--- src/rtl/down_counter_if.sv ---
// -----------------------------------------------------------------------------
// down_counter_if
//
// Purpose: groups the control inputs and status outputs of down_counter into a
// single bundle. The clock and the reset stay plain ports on the counter.
//
// Parameters:
//   WIDTH       counter width in bits (>= 2)
//
// Signals:
//   load        load request, sampled on the falling clock edge
//   load_value  value written to q on an accepted load
//   start       start-countdown request
//   stop        abort countdown, q is held
//   enable      count enable while running, low pauses the count
//   q           current count
//   busy        high while counting (RUN)
//   done        one-cycle pulse on reaching terminal count
//   zero        combinational q == 0
//
// Modports:
//   master      controller side: drives requests, observes status
//   slave       counter side: observes requests, drives status
// -----------------------------------------------------------------------------
interface down_counter_if #(
  parameter int unsigned WIDTH = 4
);

  logic             load;
  logic [WIDTH-1:0] load_value;
  logic             start;
  logic             stop;
  logic             enable;
  logic [WIDTH-1:0] q;
  logic             busy;
  logic             done;
  logic             zero;

  modport master (
    output load,
    output load_value,
    output start,
    output stop,
    output enable,
    input  q,
    input  busy,
    input  done,
    input  zero
  );

  modport slave (
    input  load,
    input  load_value,
    input  start,
    input  stop,
    input  enable,
    output q,
    output busy,
    output done,
    output zero
  );

endinterface : down_counter_if

--- src/rtl/down_counter.sv ---
// -----------------------------------------------------------------------------
// down_counter
//
// Purpose: loadable, start/stop-controlled down counter with terminal-count
// detection. A controller loads a count, starts it, and waits for the one-cycle
// done pulse. Intended as an interval timer or event down-counter.
//
// All state updates happen on the FALLING edge of clock. clear is an
// asynchronous, active-high reset.
//
// Parameters:
//   WIDTH       counter width in bits (>= 2), default 4
//
// Ports:
//   clock       clock, state updates on the falling edge
//   clear       asynchronous active-high reset
//   bus         down_counter_if.slave bundle:
//                 load / load_value / start / stop / enable  (inputs)
//                 q / busy / done / zero                     (outputs)
//
// Input priority at each falling edge: stop > load > start.
//
// Optional feature (compile-time macro DOWN_COUNTER_AUTO_RELOAD_EN):
//   When defined, a reload register captures load_value on every accepted
//   load, and DONE re-enters RUN with q = reload value (if non-zero), giving a
//   periodic done tick with period reload + 1 cycles. Only stop or clear
//   leaves the loop. When undefined, DONE always returns to IDLE with q = 0.
// -----------------------------------------------------------------------------
module down_counter #(
  parameter int unsigned WIDTH = 4
) (
  input  logic           clock,
  input  logic           clear,
  down_counter_if.slave  bus
);

  typedef enum logic [1:0] {
    S_IDLE = 2'd0,
    S_RUN  = 2'd1,
    S_DONE = 2'd2
  } state_e;

  localparam logic [WIDTH-1:0] CountOne  = WIDTH'(1);
  localparam logic [WIDTH-1:0] CountZero = '0;

  state_e           state_q, state_d;
  logic [WIDTH-1:0] count_q, count_d;

`ifdef DOWN_COUNTER_AUTO_RELOAD_EN
  logic [WIDTH-1:0] reload_q, reload_d;
`endif

  // ---------------------------------------------------------------------------
  // State and count registers (falling edge, async clear)
  // ---------------------------------------------------------------------------
  // NOTE: sequential state uses non-blocking (<=) so every register samples
  // the pre-edge values of the others, independent of statement order.
  always_ff @(negedge clock or posedge clear) begin
    if (clear) begin
      state_q <= S_IDLE;
      count_q <= CountZero;
    end else begin
      state_q <= state_d;
      count_q <= count_d;
    end
  end

`ifdef DOWN_COUNTER_AUTO_RELOAD_EN
  // NOTE: the reload register is a single control register, not a storage
  // array, so it is reset like any other state; clear must also forget the
  // last reload value so a cleared counter cannot silently restart a loop.
  always_ff @(negedge clock or posedge clear) begin
    if (clear) begin
      reload_q <= CountZero;
    end else begin
      reload_q <= reload_d;
    end
  end
`endif

  // ---------------------------------------------------------------------------
  // Next-state and next-count logic
  // ---------------------------------------------------------------------------
  // NOTE: every variable driven here gets its hold value first, so any path
  // through the case statement that does not assign it cannot infer a latch.
  always_comb begin
    state_d = state_q;
    count_d = count_q;
`ifdef DOWN_COUNTER_AUTO_RELOAD_EN
    reload_d = reload_q;
`endif

    unique case (state_q)
      S_IDLE: begin
        // stop has no effect in IDLE, but still masks load and start because
        // it has the highest priority.
        if (!bus.stop) begin
          if (bus.load) begin
            // A simultaneous start is dropped: the load wins.
            count_d = bus.load_value;
`ifdef DOWN_COUNTER_AUTO_RELOAD_EN
            reload_d = bus.load_value;
`endif
          end else if (bus.start) begin
            // Starting from zero skips RUN and pulses done right away.
            state_d = (count_q == CountZero) ? S_DONE : S_RUN;
          end
        end
      end

      S_RUN: begin
        // load and start are ignored while running.
        if (bus.stop) begin
          state_d = S_IDLE;             // abort, q held, no done pulse
        end else if (bus.enable) begin
          count_d = count_q - CountOne;
          // The count never decrements from zero: leaving RUN on the 1 -> 0
          // step is what rules out underflow.
          if (count_q == CountOne) begin
            state_d = S_DONE;
          end
        end
      end

      S_DONE: begin
        // q is already zero here; DONE lasts exactly one cycle.
        state_d = S_IDLE;
        count_d = CountZero;
`ifdef DOWN_COUNTER_AUTO_RELOAD_EN
        if (!bus.stop && (reload_q != CountZero)) begin
          state_d = S_RUN;
          count_d = reload_q;
        end
`endif
      end

      default: begin
        state_d = S_IDLE;
        count_d = CountZero;
      end
    endcase
  end

  // ---------------------------------------------------------------------------
  // Outputs: status decoded straight from state, zero flag straight from q
  // ---------------------------------------------------------------------------
  assign bus.q    = count_q;
  assign bus.busy = (state_q == S_RUN);
  assign bus.done = (state_q == S_DONE);
  assign bus.zero = (count_q == CountZero);

endmodule : down_counter

--- src/flat_wrapper.sv ---
// flat-port wrapper written by rule: the top's interface ports become plain ports
module down_counter_flat 
#(
  parameter int unsigned WIDTH = 4
)
  (clock, clear, bus_load, bus_load_value, bus_start, bus_stop, bus_enable, bus_q, bus_busy, bus_done, bus_zero);
  down_counter_if #(.WIDTH(WIDTH)) bus_i ();
  input  logic clock;
  input  logic clear;
  input wire logic [$bits(bus_i.load)-1:0] bus_load;
  input wire logic [$bits(bus_i.load_value)-1:0] bus_load_value;
  input wire logic [$bits(bus_i.start)-1:0] bus_start;
  input wire logic [$bits(bus_i.stop)-1:0] bus_stop;
  input wire logic [$bits(bus_i.enable)-1:0] bus_enable;
  output wire logic [$bits(bus_i.q)-1:0] bus_q;
  output wire logic [$bits(bus_i.busy)-1:0] bus_busy;
  output wire logic [$bits(bus_i.done)-1:0] bus_done;
  output wire logic [$bits(bus_i.zero)-1:0] bus_zero;
  assign bus_i.load = bus_load;
  assign bus_i.load_value = bus_load_value;
  assign bus_i.start = bus_start;
  assign bus_i.stop = bus_stop;
  assign bus_i.enable = bus_enable;
  assign bus_q = bus_i.q;
  assign bus_busy = bus_i.busy;
  assign bus_done = bus_i.done;
  assign bus_zero = bus_i.zero;
  down_counter #(.WIDTH(WIDTH)) u_core (.clock(clock), .clear(clear), .bus(bus_i));
endmodule
--- config.mk ---
export PLATFORM = sky130hd
export DESIGN_NAME = down_counter_flat
export DESIGN_NICKNAME = d
export VERILOG_FILES = /design/src/rtl/down_counter_if.sv /design/src/rtl/down_counter.sv /design/src/flat_wrapper.sv
export SDC_FILE = /design/constraint.sdc
export NUM_CORES = 1
export LEC_CHECK = 0
export ABC_AREA = 1
export CORE_AREA = 2 2 39 41
export DETAILED_ROUTE_END_ITERATION = 6
export DIE_AREA = 0 0 41 43
export PLACE_DENSITY_LB_ADDON = 0.1
export RECOVER_POWER = 50
export SYNTH_ARGS = -nofsm -noshare
export SYNTH_HDL_FRONTEND = slang
export SYNTH_SLANG_ARGS = --single-unit
--- constraint.sdc ---
create_clock -name clock -period 1.4 [get_ports clock]
set_input_delay 0.28 -clock clock [delete_from_list [all_inputs] [get_ports clock]]
set_output_delay 0.28 -clock clock [all_outputs]
set_load 0.02 [all_outputs]
# Yosys cells after proc, flatten, opt, wreduce, memory -nomap -nowiden
# Cells that the tools add are included.
[totals] reg_bits=6 latch_bits=0 mem_bits_rw=0 rom_bits=0 memories=0
[classes] add_sub_neg=1 n_mul=0 n_div=0 magnitude_cmp=0 n_eq_ne=11 shifts=0 n_mux=13 bitwise_logic=0 reduce_logical=4
[ops] cell="two-way mux 4 bit" count=4
[ops] cell="two-way mux 2 bit" count=7
[ops] cell="inequality test 2 bit (second input constant)" count=6
[ops] cell="case mux 4 bit (2 select lines)" count=1
[ops] cell="AND reduction 5 bit" count=1
[ops] cell="== test 4 x 1 -> 1 bit (second input constant)" count=1
[ops] cell="logical NOT 4 bit" count=1
[ops] cell="case mux 2 bit (2 select lines)" count=1
[ops] cell="AND reduction 4 bit" count=1
[ops] cell="subtractor 4 x 1 -> 4 bit (second input constant)" count=1
[ops] cell="inequality test 3 x 2 -> 1 bit (second input constant)" count=1
[ops] cell="inequality test 3 bit (second input constant)" count=1
[ops] cell="== test 2 x 1 -> 1 bit (second input constant)" count=1
[ops] cell="== test 2 bit (second input constant)" count=1
[ops] cell="logical NOT 2 bit" count=1

# Longest topological paths before layout
# Gate-level depths: netlist (run 1).
[depth] word_depth=6 ltp_mapped=8

==> results of run 1 <==
-- layout by cell type, fill, tap and decap left out --
master and count:
buf_12 1, buf_2 1, buf_6 12, inv_12 1
dlymetal6s2s_1 1, dlygate4sd2_1 3, dlygate4sd3_1 1, o21ai_4 1
nand3_1 1, nor2_4 5, clkbuf_2 1, nand3_2 1
buf_8 1, nand2_2 9, inv_1 7, o21ai_2 1
nor2_1 4, buf_4 14, clkbuf_4 3, nand2_4 3
dfrtn_1 6, nand2_1 24, inv_6 1, inv_2 4
ha_4 2, ha_1 1, o21ai_0 1, o21ai_1 3
inv_4 2
-- cell families (layout without fill, tap and decap cells) --
logic type	count (synthesis)	after routing	share of synthesized area, %
buffers and inverters	15	53	11.5
and+or+nand+nor	47	47	42.3
adders and majority gates	3	3	7.69
DFF	6	6	30.8
AOI/OAI and AO/OA	6	6	7.69
-- stage by stage --
stage	TNS, ps	utilization, %	hold WS (ps)	power, mW
6_report	-3790	70.8	576	2.27
5_1_grt	-4070	70.8	631	2.43
4_1_cts	-4160	68.8	547	2.18
3_5_place_dp	-9630	60.6	523	1.74
3_3_place_gp	-9540	60.6	522	1.72
2_1_floorplan	-1920	-	560	1.11
-- tightest hold or removal path, cell delays in order, from the launching register on --
cell     delay (ps)
dfrtn_1         420
buf_4           140
nand2_2          50
nand2_1          50
-- cells in the mapped netlist --
cell type,instances
dfrtn_1,6
ha_1,3
inv_1,13
inv_2,2
nand2_1,34
nand2_2,1
nand2_4,1
nand3_1,2
nor2_1,6
nor2_2,1
nor2_4,2
o21ai_0,4
o21ai_2,2
-- cell type report --
class                   count  area [um2]  share of cell area [%]
multi-input cells          56         374                    38.2
repair buffers             35         334                    34.1
flip-flops and latches      6         150                    15.3
inverters                  15        78.8                    8.05
clock buffers               3        22.5                    2.30
well taps                  16        20.0                    2.04
-- state kept, by name (all words and copies together), names as in the netlist --
name and count:
u_core.bus.q 4, u_core.state_q 2
-- what timing repair did --
action                                  CTS  global route
buffers inserted                          6             4
gates resized for setup                  73            20
pin swaps                                19            17
endpoints found under the setup margin   13            13
-- per-layer routing --
layer | up-vias | track usage, % | wire, um
met4 | 0 | 6.00 | 15
met3 | 2 | 4.71 | 53
li1 | 303 | - | -
met1 | 286 | 23.0 | 571
met5 | - | 0 | 0
met2 | 15 | 31.6 | 841
-- path summary, 6_finish.rpt --
check	startpoint	end	slack [ps]	cells past startpoint
worst max register to register	u_core.state_q[0]$_DFFE_NP0P_	u_core.bus.q[2]$_DFFE_NP0P_	70	9
max in group asynchronous	clear	u_core.bus.q[0]$_DFFE_NP0P_	200	2
worst min register to register	u_core.bus.q[1]$_DFFE_NP0P_	u_core.bus.q[1]$_DFFE_NP0P_	580	3
min in group asynchronous	clear	u_core.state_q[0]$_DFFE_NP0P_	970	2
worst min-delay path	u_core.bus.q[1]$_DFFE_NP0P_	u_core.bus.q[1]$_DFFE_NP0P_	580	3
worst max-delay path	u_core.bus.q[0]$_DFFE_NP0P_	bus_zero	-690	5
-- power by group through the flow --
stage | combinational (mW) | clock [mW] | sequential, mW
floorplan | 0.683 | 0 | 0.430
global placement | 1.41 | 0 | 0.307
detailed placement | 1.43 | 0 | 0.310
CTS | 1.69 | 0.169 | 0.315
global route | 1.92 | 0.180 | 0.326
finish | 1.77 | 0.175 | 0.319
==> flow_metrics.env, run 1 <==
export IMPL_grt_overflow=0
export IMPL_status="finished, violations left"
export IMPL_netlist_cell_type_count=13
export IMPL_slew_headroom_pct=83.3
export IMPL_crit_slowest_cell="dfrtn_1"
export IMPL_path_delay_family="flip-flops"
export IMPL_grt_usage_pct=19.1
export IMPL_initial_core_util_pct=35.3
export IMPL_placed_cell_area_um2=838
export IMPL_stdcell_area_um2=980
export IMPL_placeableCoreArea_um2=1380
export IMPL_p_seq_share_pct=14.1
export IMPL_path_clk_slew_ps=40
export IMPL_vias=606
export IMPL_avgSynthCellArea_um2=6.34
export IMPL_finalHoldViolations=0
export IMPL_cp_cell_sequence="inv_2 -> ha_4 -> inv_4 -> nor2_4 -> buf_6"
export IMPL_clock_latency_ps=260
export IMPL_syn_area_um2=488
export IMPL_grt_pass1_wl_mm=2.24
export IMPL_required_ps=1120
export IMPL_grt_max_degree=7
export IMPL_drt_iter0_drc=14
export IMPL_syn_inst=77
export IMPL_p_int_mw=1.20
export IMPL_die_area_um2=1760
export IMPL_fillers=123
export IMPL_die_y_um=43
export IMPL_synth_top_area_cell="dfrtn_1"
export IMPL_grt_setup_unrepaired="yes"
export IMPL_combPwrFrac_pct=78.2
export IMPL_tightest_slew_ps=249
export IMPL_layout_setup_ws_ps=-687
export IMPL_drive_above_1_share_pct=54.8
export IMPL_cp_data_arrival_time_ps=1810
export IMPL_crit_path_max_fanout=2
export IMPL_rows=14
export IMPL_crit_path_start_kind="register"
export IMPL_switching_share_pct=47.1
export IMPL_setup_viol=7
export IMPL_max_stage_delay_ps=420
export IMPL_failed_checks="negative setup slack"
export IMPL_maxCapViolations=0
export IMPL_cts_sinks=6
export IMPL_synth_top_area_share_pct=30.8
export IMPL_switchingPower_mw=1.07
export IMPL_drtPass1Iterations=4
export IMPL_holdCritPathClass="register to register"
export IMPL_pre_cts_ws_ps=-843
export IMPL_yosys_warnings=0
export IMPL_vias_per_cell=4.63
export IMPL_syn_to_final_growth_pct=101
export IMPL_cts_root_buffer="clkbuf_4"
export IMPL_peakVddDrop_uv=1480
export IMPL_ys_top_cells_by_area="dfrtn_1 (31%), nand2_1 (26%), inv_1 (10%), ha_1 (7.7%), nor2_1 (4.6%)"
export IMPL_synth_seq_area_share_pct=30.8
export IMPL_antenna_cells=0
export IMPL_p_leak_nw=0.526
export IMPL_fin_cells=131
export IMPL_pin_count=17
export IMPL_htree_levels=1
export IMPL_final_net_count=130
export IMPL_antenna_found_initial=0
export IMPL_cts_tree="built"
export IMPL_synth_net_count=90
export IMPL_drc=0
export IMPL_crit_path_end_kind="primary output"
export IMPL_totalWireLength_mm=1.48
export IMPL_place_inst=124
export IMPL_cts_made_buffers=3
export IMPL_fin_skew_ps=1.34
export IMPL_grt_pass1_vias=551
export IMPL_ys_ff_latch=6
export IMPL_cts_hold_buf=0
export IMPL_dpl_hpwl_mm=1.02
export IMPL_gp_congestion=0.802
export IMPL_ant_nets=0
export IMPL_drv_slew=0
export IMPL_clockPowerShare_pct=7.7
export IMPL_die_w_um=41
export IMPL_cts_buffer_depth=2
export IMPL_path_buf_inv=3
export IMPL_timing_worst_setup_path_type="register to primary output"
export IMPL_p_per_area_nw_per_um2=2310
export IMPL_wire_per_inst_um=11.3
export IMPL_numPortBuffers=16
No activity file was read; power rests on OpenSTA's default activity.
==> inputs of run 2 (changes only) <==
--- a/config.mk
+++ b/config.mk
@@ -9,8 +9,11 @@
 export CORE_AREA = 2 2 39 41
 export DETAILED_ROUTE_END_ITERATION = 6
 export DIE_AREA = 0 0 41 43
+export GPL_ROUTABILITY_DRIVEN = 1
+export MAX_ROUTING_LAYER = met4
 export PLACE_DENSITY_LB_ADDON = 0.1
 export RECOVER_POWER = 50
+export SKIP_CTS_REPAIR_TIMING = 1
 export SYNTH_ARGS = -nofsm -noshare
 export SYNTH_HDL_FRONTEND = slang
 export SYNTH_SLANG_ARGS = --single-unit
==> run 2 against run 1 <==
The run still ends with negative setup slack left. First-iteration DRC count is the same. Combinational power shrank 6%. Sequential power shrank 1%. Critical path depth is the same. Clock-buffer cell count is the same. Register-to-register slack lost 80 ps. Final cell count is the same.
==> flow_metrics.env, run 2 (synthesis results as in run 1) <==
export IMPL_final_net_count=130
export IMPL_drive_above_1_share_pct=50.4
export IMPL_cts_made_buffers=3
export IMPL_grt_usage_pct=17.1
export IMPL_tightest_slew_ps=253
export IMPL_fillers=127
export IMPL_finalHoldViolations=0
export IMPL_fin_hold_ws_ps=523
export IMPL_clock_latency_ps=260
export IMPL_place_inst=124
export IMPL_layout_common_cells="nand2_1 (26), buf_4 (16), buf_6 (11)"
export IMPL_syn_to_final_growth_pct=97.2
export IMPL_p_per_area_nw_per_um2=2230
export IMPL_die_area_um2=1760
export IMPL_status="finished, violations left"
export IMPL_layout_commonest_cell="nand2_1"
export IMPL_placeableCoreArea_um2=1380
export IMPL_crit_path_start_kind="register"
export IMPL_dpl_hpwl_mm=1.02
export IMPL_antenna_cells=0
export IMPL_drtPass1Iterations=4
export IMPL_drc=0
export IMPL_maxCapViolations=0
export IMPL_pin_count=17
export IMPL_path_clk_slew_ps=40
export IMPL_cts_root_buffer="clkbuf_4"
export IMPL_fin_cells=131
export IMPL_crit_path_end_kind="primary output"
export IMPL_timing_worst_setup_path_type="register to primary output"
export IMPL_vias_per_cell=4.49
export IMPL_finalPower_mw=2.14
export IMPL_htree_levels=1
export IMPL_cp_data_arrival_time_ps=1800
export IMPL_grt_overflow=0
export IMPL_vias=588
export IMPL_cts_tree="built"
export IMPL_failed_checks="negative setup slack"
export IMPL_totalWireLength_mm=1.36
export IMPL_numPortBuffers=16
export IMPL_grt_setup_unrepaired="yes"
export IMPL_drv_slew=0
export IMPL_cts_sinks=6
export IMPL_drt_iter0_drc=14
export IMPL_fin_skew_ps=4.58
export IMPL_crit_path_max_fanout=2
export IMPL_grt_pass1_vias=489
export IMPL_gp_congestion=0.814
export IMPL_peakVddDrop_uv=1310
export IMPL_fin_tns_setup_ps=-4210
export IMPL_largest_reg_flops=4
export IMPL_grt_pass1_wl_mm=1.97
export IMPL_antenna_found_initial=0
export IMPL_slew_headroom_pct=83.1
export IMPL_holdCritPathClass="register to register"
export IMPL_ant_nets=0
export IMPL_grt_max_degree=7
export IMPL_layout_setup_ws_ps=-680
export IMPL_rows=14
export IMPL_die_w_um=41
export IMPL_die_y_um=43
export IMPL_required_ps=1120
export IMPL_setup_viol=12
export IMPL_reg2reg_setup_slack_ps=-10
export IMPL_p_leak_nw=0.555
export IMPL_initial_core_util_pct=35.3
export IMPL_cts_buffer_depth=2
export IMPL_wire_per_inst_um=10.4
run 2: changes by cell type in the layout (fill, tap and decap cells not counted), sizes merged:
cell	change
dlymetal6s2s	+5
dlygate4sd2	-3
buf	-2
run 2: path summary, 6_finish.rpt:
kind / to / cells after the start / startpoint
max in group asynchronous: u_core.bus.q[2]$_DFFE_NP0P_ / 2 / clear
hold / removal: u_core.bus.q[3]$_DFFE_NP0P_ / 3 / u_core.bus.q[3]$_DFFE_NP0P_
setup / recovery: bus_zero / 5 / u_core.bus.q[1]$_DFFE_NP0P_
min in group asynchronous: u_core.state_q[1]$_DFFE_NP0P_ / 2 / clear
setup reg to reg: u_core.bus.q[2]$_DFFE_NP0P_ / 10 / u_core.bus.q[1]$_DFFE_NP0P_
hold reg to reg: u_core.bus.q[3]$_DFFE_NP0P_ / 3 / u_core.bus.q[3]$_DFFE_NP0P_
run 2: final cells by class:
type / count / area [um2] / share of cell area, %
Tap cell: 16 / 20.0 / 2.08
Clock buffer: 3 / 22.5 / 2.34
Timing Repair Buffer: 35 / 334 / 34.7
Sequential cell: 6 / 150 / 15.6
Multi-Input combinational cell: 56 / 357 / 37.1
Inverter: 15 / 78.8 / 8.19
run 2: metrics by stage:
stage               setup WS, ps  util, %  instance area (um2)
floorplan                   -513        -                  546
global placement            -826     60.6                  838
detailed placement          -843     60.6                  838
CTS                        -1120     62.2                  861
global route                -716     69.5                  962
finish                      -680     69.5                  962
run 2: per-layer routing:
| metal | track usage (%) | routed length (um) | up-vias |
|---|---|---|---|
| met2 | 26.6 | 753 | 20 |
| met1 | 20.4 | 542 | 263 |
| met4 | 6.00 | 0 | 0 |
| li1 | - | - | 305 |
| met5 | - | 0 | - |
| met3 | 4.71 | 62 | 0 |
run 2: report_power, final:
part / total (mW) / switching (mW) / internal [mW] / leakage [nW]
Sequential: 0.315 / 0.0545 / 0.261 / 0.0760
Combinational: 1.66 / 0.876 / 0.788 / 0.465
Clock: 0.162 / 0.0653 / 0.0972 / 0.0138
Total: 2.14 / 0.996 / 1.15 / 0.555
run 2: worst max-delay path: stages (launching register included):
cell     delay [ps]
dfrtn_1         420
inv_2            60
ha_4            160
inv_4            50
nor2_4           30
buf_6           120
